[config.mk]
export PLATFORM = sky130hd
export DESIGN_NAME = rasterizer_bus_arbiter
export DESIGN_NICKNAME = d
export VERILOG_FILES = /design/src/rtl/rasterizer_bus_arbiter.sv
export SDC_FILE = /design/constraint.sdc
export NUM_CORES = 1
export LEC_CHECK = 0
export ABC_AREA = 1
export CAP_MARGIN = 20
export CORE_AREA = 2 2 132 134
export CTS_CLUSTER_DIAMETER = 100
export CTS_CLUSTER_SIZE = 12
export DETAILED_ROUTE_END_ITERATION = 8
export DIE_AREA = 0 0 134 136
export SETUP_SLACK_MARGIN = 0.2
export SYNTH_ARGS = -nofsm -noshare
export SYNTH_HDL_FRONTEND = slang
export SYNTH_SLANG_ARGS = --single-unit
[constraint.sdc]
create_clock -name clock -period 3 [get_ports clock]
set_clock_uncertainty 0.05 [all_clocks]
set_input_delay 0.6 -clock clock [delete_from_list [all_inputs] [get_ports clock]]
set_output_delay 0.6 -clock clock [all_outputs]
set_load 0.005 [all_outputs]
[src/rtl/rasterizer_bus_arbiter.sv]
// Round-robin arbiter sharing one Avalon-MM master port among NREQ rasterizer units.
// A grant is held for a run of back-to-back transfers, capped at HOLD_MAX accepts.
// Accepted reads are tagged in a FIFO so returning data reaches the requester that issued it.
module rasterizer_bus_arbiter #(
    parameter int unsigned NREQ            = 3,
    parameter int unsigned MAX_OUTSTANDING = 8,
    parameter int unsigned HOLD_MAX        = 16
) (
    input  logic            clock,
    input  logic            reset,
    input  logic [25:0]     req_address       [NREQ],
    input  logic            req_read          [NREQ],
    input  logic            req_write         [NREQ],
    input  logic [3:0]      req_byteenable    [NREQ],
    input  logic [31:0]     req_writedata     [NREQ],
    output logic            req_waitrequest   [NREQ],
    output logic [31:0]     req_readdata,
    output logic            req_readdatavalid [NREQ],
    output logic [25:0]     master_address,
    output logic            master_read,
    output logic            master_write,
    output logic [3:0]      master_byteenable,
    output logic [31:0]     master_writedata,
    input  logic [31:0]     master_readdata,
    input  logic            master_readdatavalid,
    input  logic            master_waitrequest,
    output logic [NREQ-1:0] grant,
    output logic [4:0]      outstanding,
    output logic            err_unexpected_rdv
);

    localparam int unsigned IW = (NREQ > 2) ? 2 : 1;
    localparam int unsigned PW = (MAX_OUTSTANDING > 1) ? $clog2(MAX_OUTSTANDING) : 1;
    localparam int unsigned CW = $clog2(HOLD_MAX + 1);

    typedef enum logic {StIdle, StGranted} state_e;

    state_e        state;
    logic [IW-1:0] gidx;
    logic [IW-1:0] rr_ptr;
    logic [CW-1:0] run_cnt;
    logic [IW-1:0] win_idx;
    logic [IW-1:0] cand;
    logic          win_found;

    logic [IW-1:0] tag_mem [MAX_OUTSTANDING];
    logic [PW-1:0] wr_ptr;
    logic [PW-1:0] rd_ptr;
    logic [IW-1:0] tag_head;

    logic granted, g_read, g_write, read_block, accept, release_now;
    logic fifo_empty, push, pop;

    function automatic logic [PW-1:0] ptr_inc(input logic [PW-1:0] p);
        return (p == PW'(MAX_OUTSTANDING - 1)) ? '0 : p + 1'b1;
    endfunction

    assign granted    = (state == StGranted);
    assign g_read     = req_read[gidx];
    assign g_write    = req_write[gidx];
    assign read_block = (outstanding == 5'(MAX_OUTSTANDING));
    assign fifo_empty = (outstanding == '0);
    assign tag_head   = tag_mem[rd_ptr];

    // Master port follows the owner; reads are withheld while the tag FIFO is full.
    assign master_address    = req_address[gidx];
    assign master_byteenable = req_byteenable[gidx];
    assign master_writedata  = req_writedata[gidx];
    assign master_read       = granted & g_read & ~read_block;
    assign master_write      = granted & g_write;
    assign req_readdata      = master_readdata;

    assign accept      = (master_read | master_write) & ~master_waitrequest;
    assign push        = accept & master_read;
    assign pop         = master_readdatavalid & ~fifo_empty;
    assign release_now = granted &
                         ((~g_read & ~g_write) | (accept & (run_cnt == CW'(HOLD_MAX - 1))));

    // Pick the first active requester at or after rr_ptr, wrapping upward.
    always_comb begin
        win_found = 1'b0;
        win_idx   = '0;
        cand      = '0;
        for (int unsigned k = 0; k < NREQ; k++) begin
            cand = IW'((32'(rr_ptr) + k) % NREQ);
            if (!win_found && (req_read[cand] || req_write[cand])) begin
                win_found = 1'b1;
                win_idx   = cand;
            end
        end
    end

    // Per-requester stall and data-valid steering.
    always_comb begin
        for (int unsigned i = 0; i < NREQ; i++) begin
            req_waitrequest[i]   = 1'b1;
            req_readdatavalid[i] = 1'b0;
            if (granted && gidx == IW'(i)) begin
                req_waitrequest[i] = master_waitrequest | (g_read & read_block);
            end
            if (pop && tag_head == IW'(i)) begin
                req_readdatavalid[i] = 1'b1;
            end
        end
    end

    // Grant FSM: arbitrate in idle, count accepts while granted, release on idle strobes or cap.
    always_ff @(posedge clock) begin
        if (reset) begin
            state   <= StIdle;
            grant   <= '0;
            gidx    <= '0;
            rr_ptr  <= '0;
            run_cnt <= '0;
        end else begin
            case (state)
                StIdle: begin
                    if (win_found) begin
                        state   <= StGranted;
                        grant   <= NREQ'(1) << win_idx;
                        gidx    <= win_idx;
                        rr_ptr  <= (win_idx == IW'(NREQ - 1)) ? '0 : win_idx + 1'b1;
                        run_cnt <= '0;
                    end
                end
                StGranted: begin
                    if (accept) begin
                        run_cnt <= run_cnt + 1'b1;
                    end
                    if (release_now) begin
                        state   <= StIdle;
                        grant   <= '0;
                        run_cnt <= '0;
                    end
                end
                default: state <= StIdle;
            endcase
        end
    end

    // Tag storage; contents are only meaningful between the pointers, so no reset.
    always_ff @(posedge clock) begin
        if (push) begin
            tag_mem[wr_ptr] <= gidx;
        end
    end

    // Tag FIFO pointers, in-flight count and sticky stray-return flag.
    always_ff @(posedge clock) begin
        if (reset) begin
            wr_ptr             <= '0;
            rd_ptr             <= '0;
            outstanding        <= '0;
            err_unexpected_rdv <= 1'b0;
        end else begin
            if (push) begin
                wr_ptr <= ptr_inc(wr_ptr);
            end
            if (pop) begin
                rd_ptr <= ptr_inc(rd_ptr);
            end
            if (push && !pop) begin
                outstanding <= outstanding + 5'd1;
            end else if (pop && !push) begin
                outstanding <= outstanding - 5'd1;
            end
            if (master_readdatavalid && fifo_empty) begin
                err_unexpected_rdv <= 1'b1;
            end
        end
    end

endmodule

==> results of run 1 <==
==> flip-flops by register name, summed over array words and instances (netlist names), named ones only <==
name                flops
outstanding             5
err_unexpected_rdv      1
rr_ptr                  2
wr_ptr                  3
rd_ptr                  3
granted                 1
run_cnt                 5
grant                   3
gidx                    2
tag_mem                16
==> stage by stage <==
| step | hold WS [ns] | utilization [%] | TNS (ns) | instance area (µm²) |
|---|---|---|---|---|
| after floorplan | 0.406 | - | 0 | 3690 |
| after global placement | 0.401 | 38.9 | -0.0496 | 6570 |
| after detailed placement | 0.408 | 38.9 | -0.0779 | 6570 |
| after CTS | 0.423 | 40.0 | 0 | 6760 |
| after global routing | 0.445 | 40.1 | 0 | 6780 |
| final | 0.418 | 40.1 | 0 | 6780 |
==> layout make-up <==
| class | instances | area, µm² | share of cell area (%) |
|---|---|---|---|
| antenna | 2 | 5.00 | 0.0739 |
| clock buffer | 5 | 125 | 1.85 |
| clock inverter | 3 | 42.5 | 0.628 |
| inverter | 46 | 178 | 2.62 |
| multi-input combinational | 456 | 2170 | 32.1 |
| sequential | 44 | 1050 | 15.4 |
| tap | 225 | 282 | 4.16 |
| timing repair buffer | 292 | 2920 | 43.1 |
==> worst max-delay path: cells and delay by family <==
family | cells | cell delay, ns
AND/OR/NAND/NOR | 2 | 0.20
AO/OA/AOI/OAI | 1 | 0.13
buffers and inverters | 3 | 1.11
==> power by group <==
part | internal [mW] | leakage [nW] | switching (mW)
registers | 0.789 | 0.380 | 0.156
clock network | 0.391 | 0.0814 | 0.222
logic | 1.79 | 2.37 | 1.69
total | 2.97 | 2.83 | 2.06
==> synth_stat cells (12+ instances only) <==
cell type and instances:
nand2_1 238, nand3_1 82, nor2_1 50, inv_1 43
buf_4 32, dfxtp_1 28, clkbuf_1 20, o21ai_0 18
a21oi_1 16, edfxtp_1 16, ha_1 12
==> layer usage <==
| layer | global-route usage, % | routed length [µm] | vias up | share of wire, % |
|---|---|---|---|---|
| met2 | 33.0 | 9090 | 171 | 53 |
| met1 | 20.9 | 6700 | 2099 | 39 |
| met5 | 0 | 0 | - | 0 |
| met4 | 3.96 | 205 | 0 | 1.2 |
| met3 | 5.11 | 1250 | 15 | 7.2 |
| li1 | - | - | 2394 | - |
==> worst max path at each step <==
| stage | startpoint | end | slack (ns) | depth (start not counted) |
|---|---|---|---|---|
| 2_1_floorplan | req_read[0] | outstanding[4]$_SDFFE_PP0P_ | 0.53 | 13 |
| 3_3_place_gp | req_read[2] | outstanding[4]$_SDFFE_PP0P_ | -0.04 | 14 |
| 3_5_place_dp | req_read[2] | outstanding[4]$_SDFFE_PP0P_ | -0.08 | 14 |
| 4_1_cts | gidx[0]$_SDFFE_PP0P_ | master_writedata[16] | 0.19 | 7 |
| 5_1_grt | flip-flop | req_readdatavalid[1] | 0.14 | 7 |
| 6_report | master_readdatavalid | req_readdatavalid[1] | 0.30 | 6 |
==> cells by family after synthesis <==
| family | count (synthesis) | share of synthesized area [%] |
|---|---|---|
| AOI/OAI and AO/OA | 49 | 7.38 |
| xor gates and xnor gates | 3 | 0.711 |
| adders and majority gates | 13 | 4.61 |
| buffers and inverters | 100 | 13.7 |
| DFF | 44 | 28.2 |
| muxes | 2 | 0.542 |
| and+or+nand+nor | 389 | 44.9 |
==> timing repair <==
| item | 4_1_cts | 5_1_grt |
|---|---|---|
| setup endpoints to repair | 5 | 56 |
| pin swaps | 1 | 2 |
| setup buffers | 1 | 0 |
| gates resized for setup | 9 | 9 |
==> impl_metrics.json, run 1 <==
{
  "cp_max_fo": 5,
  "place_congestion": 0.844,
  "finalCriticalPeriod_ns": 2.70,
  "setup_violations": 0,
  "mostFrequentLayoutCell": "clkdlybuf4s50_1",
  "tightest_slew_ns": 0.378,
  "clkLatencyLatePin_ns": 0.28,
  "synth_warnings": 0,
  "grt_first_pass_wirelength_mm": 25.0,
  "r2r-end": "outstanding[4]$_SDFFE_PP0P_",
  "synth_area_leader_cell": "nand2_1",
  "syn2layout_area_growth_pct": 83.4,
  "cp.required_ns": 2.35,
  "via_per_inst": 4.36,
  "h-tree-depth": 2,
  "total_leakage_power_nw": 2.83,
  "netlist_area_mm2": 0.00369,
  "r2r.worst_path.cells": 15,
  "final_cell_mix": "clkdlybuf4s50_1 (270), nand2_1 (237), nand3_1 (80), nor2_1 (49), inv_1 (42)",
  "dp_cells": 1062,
  "hpwlAfterDp_mm": 14.6,
  "grt_max_degree": 65,
  "setup_ws_ns": 0.304,
  "synth_cell_types": 36,
  "tritoncts": "built",
  "vias": 4679,
  "cp_cell_sequence": "clkdlybuf4s50_1 > nand2_2 > inv_2 > nand2_1 > a21oi_1 > clkdlybuf4s50_1",
  "syn_inst": 600,
  "crit_arrival_ns": 2.05,
  "crit_top_cell": "clkdlybuf4s50_1",
  "overflow": 0,
  "rows": 48,
  "grt_pass1_vias": 4469,
  "ys_async_sr_fraction_pct": 0,
  "ys.flop_type": "dfxtp_1",
  "finalPower_mw": 5.03,
  "ios": 339,
  "drtIter0Drc": 186,
  "clock-sinks": 44,
  "core_mm2": 0.0169,
  "timing_hold_violations_final": 0,
  "worst-setup-path-type": "input pin to primary output",
  "final_antenna_net_count": 0,
  "wl_per_cell_um": 16.1,
  "relSlewSlack_pct": 74.7,
  "die_h_um": 136,
  "drv_slew": 0,
  "grt.total_usage_pct": 18.1,
  "startpoint_type": "input pin",
  "synth.ff_latch_count": 44,
  "rsz0062_at_grt": "true",
  "clkSlewWorstSetupHoldPaths_ns": 0.06,
  "die_area_mm2": 0.0182,
  "cts_made_buffers": 5,
  "run_status": "finished clean",
  "syn_avg_cell_area_um2": 6.16,
  "layout-drive-gt1-share_pct": 5.91,
  "place_ws_ns": -0.0779,
  "wirelength_mm": 17.2,
  "nets": 1086,
  "drc": 0,
  "r2r-start": "gidx[0]$_SDFFE_PP0P_",
  "cts_hold_buf": 0,
  "start_util_pct": 21.9,
  "clock-root-buffer": "clkbuf_16",
  "fillers": 1793,
  "synth_edf_count": 16,
  "fmax_mhz": 371,
  "yosysSeqAreaShare_pct": 28.2,
  "cpPeakStageDelay_ns": 0.51,
  "hold_class": "flip-flop to flip-flop",
  "min_period_over_period_pct": 89.9,
  "synth_top_area_share_pct": 24.2,
  "power.density_mw_per_mm2": 743,
  "synth.area.top_cells": "nand2_1 (24%), dfxtp_1 (15%), edfxtp_1 (13%), nand3_1 (11%), buf_4 (6.5%)",
  "maxCapViolCount": 0,
  "io_buffer_count": 274,
  "fp.dieW_um": 134,
  "min_from": "err_unexpected_rdv$_SDFFE_PP0P_",
  "ir_drop_uv": 356,
  "hold_path_end": "err_unexpected_rdv$_SDFFE_PP0P_",
  "whs_path_depth": 2,
  "fin_cells": 1073,
  "dr.pass1.iters": 4,
  "antenna_found_initial": 2,
  "syn-num-nets": 841,
  "endpoint_kind": "primary output",
  "r2r_setup_slack_ns": 0.53,
  "cpMaxStageDelayCell": "clkdlybuf4s50_1",
  "ctsLongestPathBuffers": 2
}
No activity file was read; power rests on OpenSTA's default activity.
==> run 2, diff against run 1 <==
Settings changed: RECOVER_POWER from default to 100.
==> run 2 against run 1 <==
Non-clock buffer count stayed put. Core utilization is 0.29 points lower. Design area decreased by 0.72%. Clock power grew 1%. Total power fell by 4.6%. Worst setup slack worse by 0.12 ns. Global-route usage did not move. Maximum frequency decreased by 4.4%. First-iteration DRC count decreased by 11%. Sequential share of layout area up 0.056 points.
==> impl_metrics.json, run 2 (synthesis gave the netlist of run 1 again) <==
{
  "startpoint_type": "input pin",
  "setup_ws_ns": 0.181,
  "post-route-util_pct": 39.9,
  "tritoncts": "built",
  "nets": 1086,
  "clock-root-buffer": "clkbuf_16",
  "power.density_mw_per_mm2": 714,
  "ctsLongestPathBuffers": 2,
  "vias": 4689,
  "via_per_inst": 4.37,
  "maxCapViolCount": 0,
  "cts_made_buffers": 5,
  "finalInstanceArea_mm2": 0.00673,
  "total_leakage_power_nw": 2.85,
  "ir_drop_uv": 342,
  "syn2layout_area_growth_pct": 82.1,
  "clock-sinks": 44,
  "ios": 339,
  "clkSlewWorstSetupHoldPaths_ns": 0.06,
  "crit_arrival_ns": 2.17,
  "antenna_found_initial": 2,
  "grt.total_usage_pct": 18.1,
  "rsz0062_at_grt": "true",
  "dr.pass1.iters": 4,
  "grtUsageMet1_pct": 20.9,
  "hpwlAfterDp_mm": 14.6,
  "cts_hold_buf": 0,
  "start_util_pct": 21.9,
  "final_antenna_net_count": 0,
  "hold_class": "flip-flop to flip-flop",
  "grt_use_met2_pct": 33.0,
  "mostFrequentLayoutCell": "nand2_1",
  "layout-drive-gt1-share_pct": 4.14,
  "dp_cells": 1062,
  "grt_first_pass_wirelength_mm": 25.0,
  "fin_cells": 1073,
  "finalCriticalPeriod_ns": 2.82,
  "overflow": 0,
  "drv_slew": 0,
  "fp.dieW_um": 134,
  "place_ws_ns": -0.0779,
  "drtIter0Drc": 166,
  "worst-setup-path-type": "input pin to primary output",
  "clkLatencyLatePin_ns": 0.28,
  "cp.required_ns": 2.35,
  "h-tree-depth": 2,
  "place_area_mm2": 0.00657,
  "fmax_mhz": 355,
  "place_congestion": 0.844,
  "rows": 48,
  "die_area_mm2": 0.0182,
  "wirelength_mm": 17.2,
  "setup_violations": 0,
  "min_period_over_period_pct": 94.0,
  "drc": 0,
  "io_buffer_count": 274,
  "grtUsageMet3_pct": 5.11,
  "final_cell_mix": "nand2_1 (239), clkdlybuf4s50_1 (204), nand3_1 (83), dlygate4sd3_1 (66), nor2_1 (49)",
  "run_status": "finished clean",
  "largest_register": "tag_mem",
  "grt_busiest_layer": "met2",
  "endpoint_kind": "primary output",
  "core_mm2": 0.0169,
  "grt_max_degree": 65,
  "tightest_slew_ns": 0.754,
  "grt_pass1_vias": 4469,
  "wl_per_cell_um": 16.0,
  "relSlewSlack_pct": 49.7,
  "die_h_um": 136,
  "timing_hold_violations_final": 0,
  "cp_max_fo": 5,
  "largest_reg_flops": 16,
  "top_regs": "tag_mem: 16 flops, outstanding: 5 flops, run_cnt: 5 flops"
}
==> run 2: changes by cell type in the layout (fill, tap and decap cells not counted), moves of 3 or more <==
cell / previous run / this run
clkdlybuf4s50_1: 270 / 204
buf_4: 14 / 7
dlygate4sd3_1: 0 / 66
clkbuf_1: 0 / 5
dfxtp_2: 4 / 1
nand3_1: 80 / 83
o21ai_0: 16 / 19
nand3_2: 4 / 1
dfxtp_1: 24 / 27
o21ai_1: 6 / 3
==> run 2: through the flow <==
step                hold slack, ns  TNS, ns  power, mW
finish                       0.411        0       4.80
detailed placement           0.408  -0.0779       4.43
global placement             0.401  -0.0496       4.45
CTS                          0.423        0       5.10
global route                 0.442        0       5.27
floorplan                    0.406        0       2.57
==> run 2: timing repair <==
action,in CTS,in global routing
setup buffers,1,0
endpoints found under the hold margin,0,0
gates cloned,0,0
pin swaps,1,2
gates resized for setup,9,9
setup endpoints to repair,5,56
==> run 2: final timing paths <==
path | from | endpoint | slack [ns] | cells past startpoint
hold reg to reg | err_unexpected_rdv$_SDFFE_PP0P_ | err_unexpected_rdv$_SDFFE_PP0P_ | 0.41 | 2
setup / recovery | master_readdatavalid | req_readdatavalid[1] | 0.18 | 6
hold / removal | err_unexpected_rdv$_SDFFE_PP0P_ | err_unexpected_rdv$_SDFFE_PP0P_ | 0.41 | 2
setup reg to reg | gidx[0]$_SDFFE_PP0P_ | outstanding[4]$_SDFFE_PP0P_ | 0.38 | 14
==> run 2: layout make-up <==
type                            instances  area, µm²
Antenna cell                            2       5.00
Clock buffer                            5        125
Clock inverter                          3       42.5
Fill cell                            1804      10100
Inverter                               46        176
Multi-Input combinational cell        456       2150
Sequential cell                        44       1040
Tap cell                              225        282
Timing Repair Buffer                  292       2900
==> run 2: critical path, stage by stage <==
cell and delay [ns]:
dlygate4sd3_1 0.56, nand2_2 0.12, inv_1 0.15, nand2_1 0.09
a21oi_1 0.13, clkdlybuf4s50_1 0.51
==> run 2: per-layer routing <==
metal  part of all wire (%)  vias to the layer above  wire, µm
met1                     38                     2107      6570
li1                       -                     2393         -
met3                    7.6                       13      1310
met2                     53                      176      9090
met4                    1.2                        0       200
met5                      0                        -         0
==> run 2: where the power goes <==
group / switching, mW / total, mW / internal [mW]
sequential: 0.151 / 0.937 / 0.786
clock: 0.227 / 0.619 / 0.391
combinational: 1.65 / 3.25 / 1.60
